## config.mk

```make
export PLATFORM = sky130hd
export DESIGN_NAME = tx_status_encoder_flat
export DESIGN_NICKNAME = d
export VERILOG_FILES = /design/src/rtl/tx_status_encoder_pkg.sv /design/src/rtl/tx_status_encoder_if.sv /design/src/rtl/tx_status_encoder.sv /design/src/flat_wrapper.sv
export SDC_FILE = /design/constraint.sdc
export NUM_CORES = 1
export LEC_CHECK = 0
export ABC_AREA = 0
export CAP_MARGIN = 30
export CELL_PAD_IN_SITES_DETAIL_PLACEMENT = 1
export CELL_PAD_IN_SITES_GLOBAL_PLACEMENT = 2
export CORE_MARGIN = 5
export CORE_UTILIZATION = 30
export CTS_CLUSTER_SIZE = 40
export DETAILED_ROUTE_END_ITERATION = 8
export PLACE_DENSITY_LB_ADDON = 0.1
export SLEW_MARGIN = 20
export SYNTH_ARGS = -nofsm -noshare
export SYNTH_HDL_FRONTEND = slang
export SYNTH_SLANG_ARGS = --single-unit
```

## constraint.sdc

```tcl
create_clock -name i_clk -period 2.15 [get_ports i_clk]
set_clock_uncertainty 0.05 [all_clocks]
set_input_delay 0.43 -clock i_clk [delete_from_list [all_inputs] [get_ports i_clk]]
set_output_delay 0.43 -clock i_clk [all_outputs]
set_load 0.05 [all_outputs]
```

## src/rtl/tx_status_encoder_pkg.sv

```systemverilog
// Shared definitions for the UART status-frame encoder: FSM states,
// frame constants and the code-letter encoder.
package tx_status_pkg;

    typedef enum logic {
        IDLE = 1'b0,
        SEND = 1'b1
    } state_t;

    localparam int FRAME_LEN = 4;

    localparam logic [7:0] HDR       = 8'h23;
    localparam logic [7:0] CR        = 8'h0D;
    localparam logic [7:0] LF        = 8'h0A;
    localparam logic [7:0] RST_CODE  = 8'h79;
    localparam logic [7:0] BASE_CODE = 8'h61;

    // Letter layout: eight letters per image source, four per output port,
    // one per resolution; the default image gets its own fixed letter.
    function automatic logic [7:0] code_letter(input logic [1:0] img,
                                               input logic [1:0] res,
                                               input logic       out);
        logic [1:0] imgOfs;
        logic [7:0] letter;
        imgOfs = img - 2'd1;
        if (img == 2'd0) begin
            letter = RST_CODE;
        end else begin
            letter = BASE_CODE
                   + {3'd0, imgOfs, 3'd0}
                   + {5'd0, out, 2'd0}
                   + {6'd0, res};
        end
        return letter;
    endfunction

endpackage

```

## src/rtl/tx_status_encoder_if.sv

```systemverilog
// Byte stream from the status encoder to the UART transmitter,
// using a valid/ready handshake.
interface tx_status_encoder_if;
    logic [7:0] tx_data;
    logic       tx_valid;
    logic       tx_ready;

    modport master (output tx_data, output tx_valid, input tx_ready);
    modport slave  (input tx_data, input tx_valid, output tx_ready);
endinterface

```

## src/rtl/tx_status_encoder.sv

```systemverilog
// Status-frame encoder: whenever the image/resolution/output selection
// changes, or the host asks for it, sends "#<letter>\r\n" to the UART
// one byte at a time over a valid/ready handshake.
module tx_status_encoder
    import tx_status_pkg::*;
(
    input  logic                       i_clk,
    input  logic                       i_rst_n,
    input  logic [1:0]                 Img_Select,
    input  logic [1:0]                 Res_Select,
    input  logic                       Out_Select,
    input  logic                       status_req,
    tx_status_encoder_if.master        tx,
    output logic                       busy
);

    localparam logic [1:0] LAST_IDX = 2'(FRAME_LEN - 1);

    state_t     state_q, state_d;
    logic [1:0] idx_q, idx_d;
    logic       pending_q, pending_d;
    logic [4:0] snap_q, snap_d;
    logic [4:0] lastSent_q, lastSent_d;

    logic [4:0] sel;
    logic       start;
    logic       xfer;
    logic [7:0] letter;

    assign sel   = {Img_Select, Res_Select, Out_Select};
    assign start = (state_q == IDLE) && (pending_q || (sel != lastSent_q));
    assign xfer  = (state_q == SEND) && tx.tx_ready;

    // State register and frame bookkeeping, cleared asynchronously so a
    // reset mid-frame drops the transfer at once.
    always_ff @(posedge i_clk or negedge i_rst_n) begin
        if (!i_rst_n) begin
            state_q    <= IDLE;
            idx_q      <= 2'd0;
            pending_q  <= 1'b0;
            snap_q     <= 5'd0;
            lastSent_q <= 5'd0;
        end else begin
            state_q    <= state_d;
            idx_q      <= idx_d;
            pending_q  <= pending_d;
            snap_q     <= snap_d;
            lastSent_q <= lastSent_d;
        end
    end

    // Next state: start a frame on a change or pending request, advance the
    // byte index on each accepted byte, return to IDLE after the LF.
    always_comb begin
        state_d    = state_q;
        idx_d      = idx_q;
        pending_d  = pending_q;
        snap_d     = snap_q;
        lastSent_d = lastSent_q;

        case (state_q)
            IDLE: begin
                if (start) begin
                    state_d    = SEND;
                    idx_d      = 2'd0;
                    pending_d  = 1'b0;
                    snap_d     = sel;
                    lastSent_d = sel;
                end
            end
            SEND: begin
                if (xfer) begin
                    if (idx_q == LAST_IDX) begin
                        state_d = IDLE;
                        idx_d   = 2'd0;
                    end else begin
                        idx_d = idx_q + 2'd1;
                    end
                end
            end
            default: begin
                state_d = IDLE;
                idx_d   = 2'd0;
            end
        endcase

        // A request in the same cycle as a start must survive the clear.
        if (status_req) begin
            pending_d = 1'b1;
        end
    end

    // Outputs: the byte is chosen from the frozen snapshot and the index,
    // so the frame in flight is immune to input changes.
    always_comb begin
        letter      = code_letter(snap_q[4:3], snap_q[2:1], snap_q[0]);
        tx.tx_valid = (state_q == SEND);
        busy        = (state_q == SEND);
        tx.tx_data  = 8'h00;
        if (state_q == SEND) begin
            case (idx_q)
                2'd0:    tx.tx_data = HDR;
                2'd1:    tx.tx_data = letter;
                2'd2:    tx.tx_data = CR;
                default: tx.tx_data = LF;
            endcase
        end
    end

endmodule

```

## src/flat_wrapper.sv

```systemverilog
// flat-port wrapper written by rule: the top's interface ports become plain ports
module tx_status_encoder_flat import tx_status_pkg::*;
  (i_clk, i_rst_n, Img_Select, Res_Select, Out_Select, status_req, busy, tx_tx_data, tx_tx_valid, tx_tx_ready);
  tx_status_encoder_if tx_i ();
  input  logic i_clk;
  input  logic i_rst_n;
  input  logic [1:0] Img_Select;
  input  logic [1:0] Res_Select;
  input  logic Out_Select;
  input  logic status_req;
  output logic busy;
  output wire logic [$bits(tx_i.tx_data)-1:0] tx_tx_data;
  output wire logic [$bits(tx_i.tx_valid)-1:0] tx_tx_valid;
  input wire logic [$bits(tx_i.tx_ready)-1:0] tx_tx_ready;
  assign tx_tx_data = tx_i.tx_data;
  assign tx_tx_valid = tx_i.tx_valid;
  assign tx_i.tx_ready = tx_tx_ready;
  tx_status_encoder u_core (.i_clk(i_clk), .i_rst_n(i_rst_n), .Img_Select(Img_Select), .Res_Select(Res_Select), .Out_Select(Out_Select), .status_req(status_req), .tx(tx_i), .busy(busy));
endmodule
```

== Word level (Yosys, flattened, before mapping) ==
Index checks and enable logic that the tools add are counted.

* Register bits: 9
* Bits of input ports: 9
* Output and inout port bits: 10
* Logic and storage cells: 40

* $add $sub $neg: 5
* Equal/unequal tests: 7
* Mux-type cells: 14
* Bitwise logic cells: 1
* Reductions and logical operators: 9

{| class="wikitable"
|+ Operator list
! cell !! number
|-
| $pmux W8 S3 || 1
|-
| $mux W8 || 2
|-
| $add A7 B5 Y8 const A || 1
|-
| $add A8 B2 Y8 || 1
|-
| $add A8 B3 Y8 || 1
|-
| $mux W1 || 6
|-
| $mux W2 || 3
|-
| $reduce_and A2 Y1 || 3
|-
| $ne A5 B5 Y1 || 1
|-
| $eq A2 B2 Y1 const B || 2
|-
| $logic_not A2 Y1 || 2
|-
| $ne A2 B2 Y1 const B || 2
|-
| $pmux W2 S2 || 1
|-
| $add A2 B1 Y2 const B || 1
|-
| $eq A2 B1 Y1 const B || 1
|-
| $logic_and A1 B1 Y1 || 2
|-
| $ne A2 B1 Y1 const B || 1
|-
| $pmux W1 S2 || 1
|-
| $reduce_bool A2 Y1 || 1
|-
| $sub A2 B1 Y2 const B || 1
|-
| $logic_or A1 B1 Y1 || 1
|-
| $not A1 Y1 || 1
|}

== Logic depth before layout (Yosys ltp) ==
Gate-level depths: netlist (run 1).

* Depth after elaboration: 7
* Mapped depth: 5
* Mapped depth without buffers: 5

== Worst setup path before layout (run 1) ==
No wires, ideal clock.

* Kind: register to output
* Start point: reg u_core.state_q, in the netlist u_core.busy
* End point: out tx_tx_data[7]
* Arrival time: 2160 ps
* Data required time: 1670 ps
* Setup slack: -490 ps
* Cell stages (with the launch flop): 5
* Buffers on the path: 2
* Cells stage by stage: dfrtp_1 > buf_6 > buf_2 > nand3b_1 > nor3_1

* Longest elaborated chain between the ends: 1

{| class="wikitable"
|+ RTL lines
! what !! RTL line !! source
|-
| from (decl) || tx_status_encoder.sv:19 || <nowiki>state_t state_q, state_d;</nowiki>
|-
| from (signal assigned) || tx_status_encoder.sv:44 || <nowiki>state_q <= state_d;</nowiki>
|-
| $mux W8 || tx_status_encoder.sv:100 || <nowiki>if (state_q == SEND) begin</nowiki>
|-
| to (decl) || flat_wrapper.sv:12 || <nowiki>output wire logic [$bits(tx_i.tx_data)-1:0] tx_tx_data;</nowiki>
|}

No other way between the ends.

== Worst setup path after layout (run 1) ==
* Start point: reg u_core.idx_q[0]
* End point: out tx_tx_data[7]

* Longest elaborated chain between the ends: 3
* Elaborated cells on any way between the ends: 5
* Those cells by class: 2 x eq/ne; 2 x mux; 1 x reduce/logical

{| class="wikitable"
|+ RTL lines
! what !! RTL line !! source
|-
| from (decl) || tx_status_encoder.sv:20 || <nowiki>logic [1:0] idx_q, idx_d;</nowiki>
|-
| from (signal assigned) || tx_status_encoder.sv:45 || <nowiki>idx_q <= idx_d;</nowiki>
|-
| $eq A2 B2 Y1, or another cell as far along || tx_status_encoder.sv:101 || <nowiki>case (idx_q)</nowiki>
|-
| $pmux W8 S3 * || tx_status_encoder.sv:101 ||
|-
| $mux W8 * || tx_status_encoder.sv:100 ||
|}

Mark *: on every way between the ends. The rest lies on a longest branch, timed or not.

==> results.md, run 1 <==
Outcome:
- The flow ran to the end, and the final reports show no timing, DRC or antenna violations.

STA:
- The final count of pins violating max slew is 0.
- Dividing the final minimum period by the clock period gives 98.6%.
- The setup violation total in the final timing report is 0.
- The final worst setup slack is 0.0296 ns.
- After layout, the minimum clock period comes to 2.12 ns.
- Setup repair after global routing could not meet its margin everywhere.
- Based on the critical path, the design can be clocked at up to 0.472 GHz.
- The final hold violation count is 0.
- Hold timing on the final database bottoms out at a slack of 0.423 ns.
- The worst slew margin relative to its limit is 72.1%.
- At the pin with the least slew margin, the transition time is 0.417 ns.

Global routing:
- The first global-routing pass estimated 2730 um of wire.
- The maximum number of pins on one net before global-route repair is 12.
- The remaining global-route overflow is 0.
- Global routing consumed, over all layers together, 10.6% of the routing resources.
- The initial antenna violation count is 0.
- The via count of the first global-routing pass was 618.

Synthesis:
- The fraction of synthesis flops using an asynchronous set or reset pin is 100%.
- The cell type with the highest aggregate area in the netlist is dfrtp_1.
- The number of nets in the synthesized netlist is 88.
- Among all flip-flop cells after synthesis, the most frequent one is dfrtp_1.
- The count of different cell masters after synthesis is 30.
- Ranked by total cell area, the synthesized netlist is headed by dfrtp_1 (32%), ha_1 (12%), mux2_2 (9.6%), xnor2_1 (7.4%), inv_1 (3.2%).
- The synthesized area per cell is 9.80 um2.
- Sorting the synthesized cells by how often they occur yields dfrtp_1 (9), ha_1 (7), inv_1 (6), mux2_2 (6), xnor2_1 (6).
- The count of mapped cells out of synthesis is 72.
- Sequential elements use 31.9% of the synthesized area.
- The library cell with the highest instance count after synthesis is dfrtp_1.
- The fraction of post-synthesis cell area in the top cell type by area is 31.9%.
- The post-synthesis cell area is 706 um2.
- The register bit count reported by yosys is 9.
- The number of enable flip-flop cells after synthesis is 0.
- The number of warnings reported in the yosys synthesis log is 0.

Clocking:
- The clock passes through at most 2 buffers.
- TritonCTS built the clock tree.
- For this design, the sink count on the clock tree is 9.
- CTS built an H-tree with a depth of 1.
- The total clock buffers created by CTS is 3.
- The cell at the root of the clock tree is clkbuf_4.
- The clock reaches the later pin of the worst-skew pair after 0.26 ns.
- After clock tree synthesis, the clock-pin slew on the worst setup and hold paths is 0.06 ns.

Cells and area:
- The number of nets in the layout is 111.
- The utilization after layout is 47.0%.
- The count of cells in the finished layout, fillers not included, comes to 122.
- The filler cell count is 257.
- The area used by multi-input combinational logic is 474 um2.
- The footprint of the flip-flops and latches is 226 um2.
- The fraction of layout cells with a size suffix above 1 is 35.1%.
- Relative to the synthesized area, the layout overhead comes to 48.8%.
- 0 antenna diodes ended up in the layout.

Die:
- The floorplan step defined a core boundary enclosing 0.00223 mm2.
- The number of standard-cell rows in the floorplan is 17.
- Once the floorplan was initialized, standard cells occupied 31.6% of the core.
- The die extent in y is 58.5 um.
- The I/O pin total is 19.
- The width of the chip is 58.5 um.
- The overall die area is 0.00342 mm2.

Drt:
- The detailed-route vias per instance is 4.99.
- The final wirelength is 1680 um.
- In the routed design, unresolved DRC markers number 0.
- The pre-antenna-repair detailed-routing pass consisted of 2 iterations.
- The average wire per cell in the routed design is 13.7 um.
- The total via count after detailed routing is 609.
- The count of nets left with antenna violations once routing finished came out at 0.
- In this run, the number of DRC markers left after iteration 0 of detailed routing was 1.

Worst setup path:
- For the worst setup path, the data required time is 1.67 ns.
- The setup path with the least slack is of type reg2out.
- The arrival time of the worst setup path is 1.64 ns.
- The worst setup path is launched from a flip-flop.
- The largest fanout on the critical path is 7.
- The number of cells on the worst reg-to-reg path is 3.
- The worst setup path is captured at an output port.

Placement:
- Before CTS, the worst setup slack after placement is 0.216 ns.
- In this run the tool buffered the top-level ports with 18 buffer cells.
- The placed wire-length estimate after detailed placement is 1320 um.
- At the end of routability-driven placement, the weighted congestion stood at 0.690.
- The number of instances in the placed design is 116.

Run:
- The total of max-cap violations is 0.

Hold path:
- The type of the tightest min-delay check is in2async.
## stage by stage
step,TNS (ns),cell area (um2)
2_1_floorplan,-0.0915,724
3_3_place_gp,0,986
3_5_place_dp,0,986
4_1_cts,0,1040
5_1_grt,-0.0963,1050
6_report,0,1050
## critical path, cell delays in order (launching register included)
cell	delay, ns
dfrtp_1	0.44
ha_1	0.32
nand3b_1	0.24
nor3_2	0.21
buf_12	0.17
## state kept, by name, summed over array words and instances, names as in the netlist
register / count
u_core.idx_q: 2
u_core.busy: 1
u_core.pending_q: 1
u_core.snap_q: 5
## logic make-up after synthesis
logic type	share of synthesized area (%)
simple gates	16.1
xor+xnor	9.93
compound gates	13.5
fa+ha+maj	12.4
mux	9.57
buf+inv	6.56
flops	31.9
## worst paths after layout
| kind | start | to | slack [ns] |
|---|---|---|---|
| max | u_core.idx_q[0]$_DFFE_PN0P_ | tx_tx_data[7] | 0.03 |
| min | i_rst_n | u_core.pending_q$_DFFE_PN0P_ | 0.42 |
| max reg2reg | u_core.busy$_DFF_PN0_ | u_core.idx_q[0]$_DFFE_PN0P_ | 0.58 |
| min reg2reg | u_core.pending_q$_DFFE_PN0P_ | u_core.pending_q$_DFFE_PN0P_ | 0.48 |
| max in group asynchronous | i_rst_n | u_core.snap_q[2]$_DFFE_PN0P_ | 1.31 |
| min in group i_clk | u_core.pending_q$_DFFE_PN0P_ | u_core.pending_q$_DFFE_PN0P_ | 0.48 |
## layer usage
| metal | share of wire [%] | vias up | GRT usage, % |
|---|---|---|---|
| li1 | - | 303 | - |
| met1 | 46 | 290 | 12.1 |
| met2 | 50 | 14 | 18.0 |
| met3 | 3.9 | 2 | 2.41 |
| met4 | 0.72 | 0 | 5.96 |
| met5 | 0 | - | 0 |
## timing repair
| action | in CTS | in global routing |
|---|---|---|
| pin swaps | 0 | 1 |
| setup endpoints to repair | 5 | 6 |
| hold buffers | 0 | 0 |
| gates resized for setup | 2 | 4 |
| gates cloned | 0 | 0 |
| setup buffers | 2 | 0 |
## area by class of cell
cell class,count,share of cell area (%)
inverters,6,2.15
repair buffers,21,25.3
multi-input cells,54,45.2
flip-flops and latches,9,21.6
well taps,28,3.34
clock buffers,4,2.50
## layout by cell type, fill, tap and decap left out, types with 2 or more instances in the layout
| cell | n |
|---|---|
| buf_12 | 7 |
| xor2_1 | 2 |
| nand3b_1 | 2 |
| clkdlybuf4s50_1 | 8 |
| inv_1 | 6 |
| ha_2 | 3 |
| o21ai_0 | 2 |
| nand3_1 | 3 |
| clkbuf_4 | 3 |
| or4_1 | 2 |
| dfrtp_1 | 8 |
| o21ai_1 | 2 |
| nor2_1 | 2 |
| mux2_2 | 6 |
| a21oi_2 | 3 |
| xnor2_1 | 6 |
| buf_4 | 6 |
| ha_1 | 4 |
Power of run 1 is not shown: default switching activity piles up to over one toggle a cycle in this logic, so the estimate is an artifact.
==> run 2, diff against run 1 <==
Clock period 2.15 ns to 2.5 ns, I/O delays scaled along.
==> results.md, run 2 (synthesized netlist as in run 1, its figures left out) <==
Worst setup path:
- The critical path's top delay family is flip-flops.
- Of all nets on the critical path, the largest fanout is 5.
- The worst setup path is of the reg2out kind.
- Counting both buffers and inverters, the worst setup path holds a total of 2.
- For the worst setup path, the data required time is 1.95 ns.
- The worst reg2reg path startpoint is u_core.busy$_DFF_PN0_.
- STA puts the critical path data arrival time at 1.72 ns.
- The worst stage delay on the critical path is 0.43 ns.
- The number of cells on the worst reg-to-reg path is 3.
- The worst setup path is captured at an output port.
- The cell with the largest stage delay on the worst path is dfrtp_1.
- The endpoint identified for the worst register-to-register timing path is u_core.idx_q[0]$_DFFE_PN0P_.
- The reg2reg setup slack is 1.12 ns.
- The worst setup path is launched from a flip-flop.
- The signal on the critical path passes through inv_1, ha_1, nand2b_1, o21ai_0, a21oi_1, buf_12.

Clocking:
- The cell at the root of the clock tree is clkbuf_4.
- The total number of H-tree levels is 1.
- The maximum buffer depth of the clock tree is 2.
- The number of setup buffers added after CTS is 0.
- The clock-pin slew on the worst setup and hold paths is 0.06 ns.
- For this design, the CTS-stage hold fixing added 0 buffers.
- TritonCTS created 3 clock buffers.
- The clock tree from TritonCTS is done.
- The insertion delay to the later sink of the worst-skew pair is 0.26 ns.
- The post-cts gate resize count is 0.
- The tree built by TritonCTS fans out to 9 sinks.

Global routing:
- Summed over all layers, the global routing overflow is 0.
- The global-route met1 utilization is 13.2%.
- Global routing used 10.8% of the available tracks across all layers.
- The via count of the first global-routing pass is 643.
- The met2 usage is 17.7%.
- The first-pass GRT wire length is 2810 um.
- The initial antenna violation count was 0.
- The routing layer with the top usage in global route is met2.
- The met3 track demand over resource is 2.63%.
- The maximum number of pins on one net before global-route repair is 19.

Outcome:
- The flow ran to the end, and the final reports show no timing, DRC or antenna violations.

Cells and area:
- The top cell types in the final layout, fill and taps aside, are clkdlybuf4s50_1 (10), dfrtp_1 (9), ha_1 (7).
- The most common library cell in the layout ignoring fill and taps is clkdlybuf4s50_1.
- The largest registers in the layout are u_core.snap_q (5), u_core.idx_q (2).
- The filler cell count is 260.
- The layout overhead on the synthesized area is 38.7%.
- 0 antenna diodes ended up in the layout.
- After the last flow step, the layout net total stands at 109.
- The flip-flop count of the largest register, all copies and words added is 5.
- The register with the most flip-flops in the final layout is u_core.snap_q.
- The fraction of layout cells with a size suffix above 1 is 20.7%.
- The area used by multi-input combinational logic is 439 um2.
- Registers take 225 um2.

Hold path:
- For hold timing, the worst endpoint is u_core.pending_q$_DFFE_PN0P_.
- The worst hold path begins at u_core.pending_q$_DFFE_PN0P_.
- The type of the tightest min-delay check is reg2reg.
- The number of cells on the worst hold path is 1.

Placement:
- The count of buffers added on input and output ports is 18.
- The final weighted congestion in routability-driven placement is 0.671.
- The placed wire-length estimate after detailed placement is 1320 um.

Drt:
- The average wire per cell in the routed design is 13.4 um.
- The first TritonRoute pass finished after 2 iterations.
- In the routed design, unresolved DRC markers number 0.
- After detailed routing, the number of vias per cell comes to 4.90.
- The total via count after detailed routing is 588.
- The first routing iteration left 7 violations.
- The count of antenna-violating nets left after detailed routing is 0.
- The final wirelength is 1600 um.

Die:
- The initial core utilization is 31.6%.
- The width of the chip is 58.5 um.
- After floorplanning, the core was sized to cover 0.00223 mm2.
- The number of standard-cell rows in the floorplan is 17.
- The overall die area is 0.00342 mm2.
- The I/O pin total is 19.
- The die is 58.5 um tall.

STA:
- After layout, the worst path uses 90.8% of the clock period.
- The final count of pins violating max slew is 0.
- Setup violations remaining at the end of the flow were counted as 0.
- Setup repair after global routing left no endpoint under its margin.
- In the final timing run, aggregate negative setup slack is 0 ns.
- The shortest clock period the worst path allows after layout is 2.27 ns.
- The maximum achievable frequency is 0.440 GHz.
- The transition at the pin with the smallest max-transition slack is 0.498 ns.
- The worst slew margin relative to its limit is 66.7%.
- The final hold violation count is 0.

Run:
- The total of max-cap violations is 0.
==> run 2: cell types whose count changed in the layout (fill, tap and decap cells not counted), sizes merged <==
cell,change
clkdlybuf4s50,+2
buf,-4
==> run 2: worst max path at each step <==
stage                                       from             to  depth (start not counted)
floorplan                  u_core.busy$_DFF_PN0_  tx_tx_data[4]                          4
global placement    u_core.snap_q[3]$_DFFE_PN0P_  tx_tx_data[5]                          6
detailed placement  u_core.snap_q[3]$_DFFE_PN0P_  tx_tx_data[5]                          6
CTS                 u_core.snap_q[3]$_DFFE_PN0P_  tx_tx_data[5]                          6
global route        u_core.snap_q[3]$_DFFE_PN0P_  tx_tx_data[5]                          6
finish              u_core.snap_q[3]$_DFFE_PN0P_  tx_tx_data[5]                          6
==> run 2: per-stage QoR <==
step                      area [um2]  cells  hold slack, ns  util, %  worst slack, ns
final                            978    120           0.484     43.8            0.230
after global placement           952    116           0.459     42.6            0.480
after detailed placement         952    116           0.475     42.6            0.493
after CTS                        978    120           0.490     43.8            0.201
after global routing             978    120           0.520     43.8           0.0536
after floorplan                  711     72           0.154        -           0.0515
==> run 2: cell type report <==
type	count	area share, %
Timing Repair Buffer	19	23.5
Tap cell	28	3.58
Sequential cell	9	23.0
Inverter	6	2.30
Clock buffer	4	2.69
Multi-Input combinational cell	54	44.9
==> run 2: worst register-to-register path, stage by stage (launching register included) <==
cell and delay [ns]:
dfrtp_1 0.39, buf_4 0.21, or4_1 0.53, o21ai_1 0.13
==> run 2: metal layers <==
metal	wire length, um	share of wire [%]
met1	723	45
met5	0	0
met4	8	0.50
met3	77	4.8
met2	794	50
Power of run 2 is left out for the same reason.
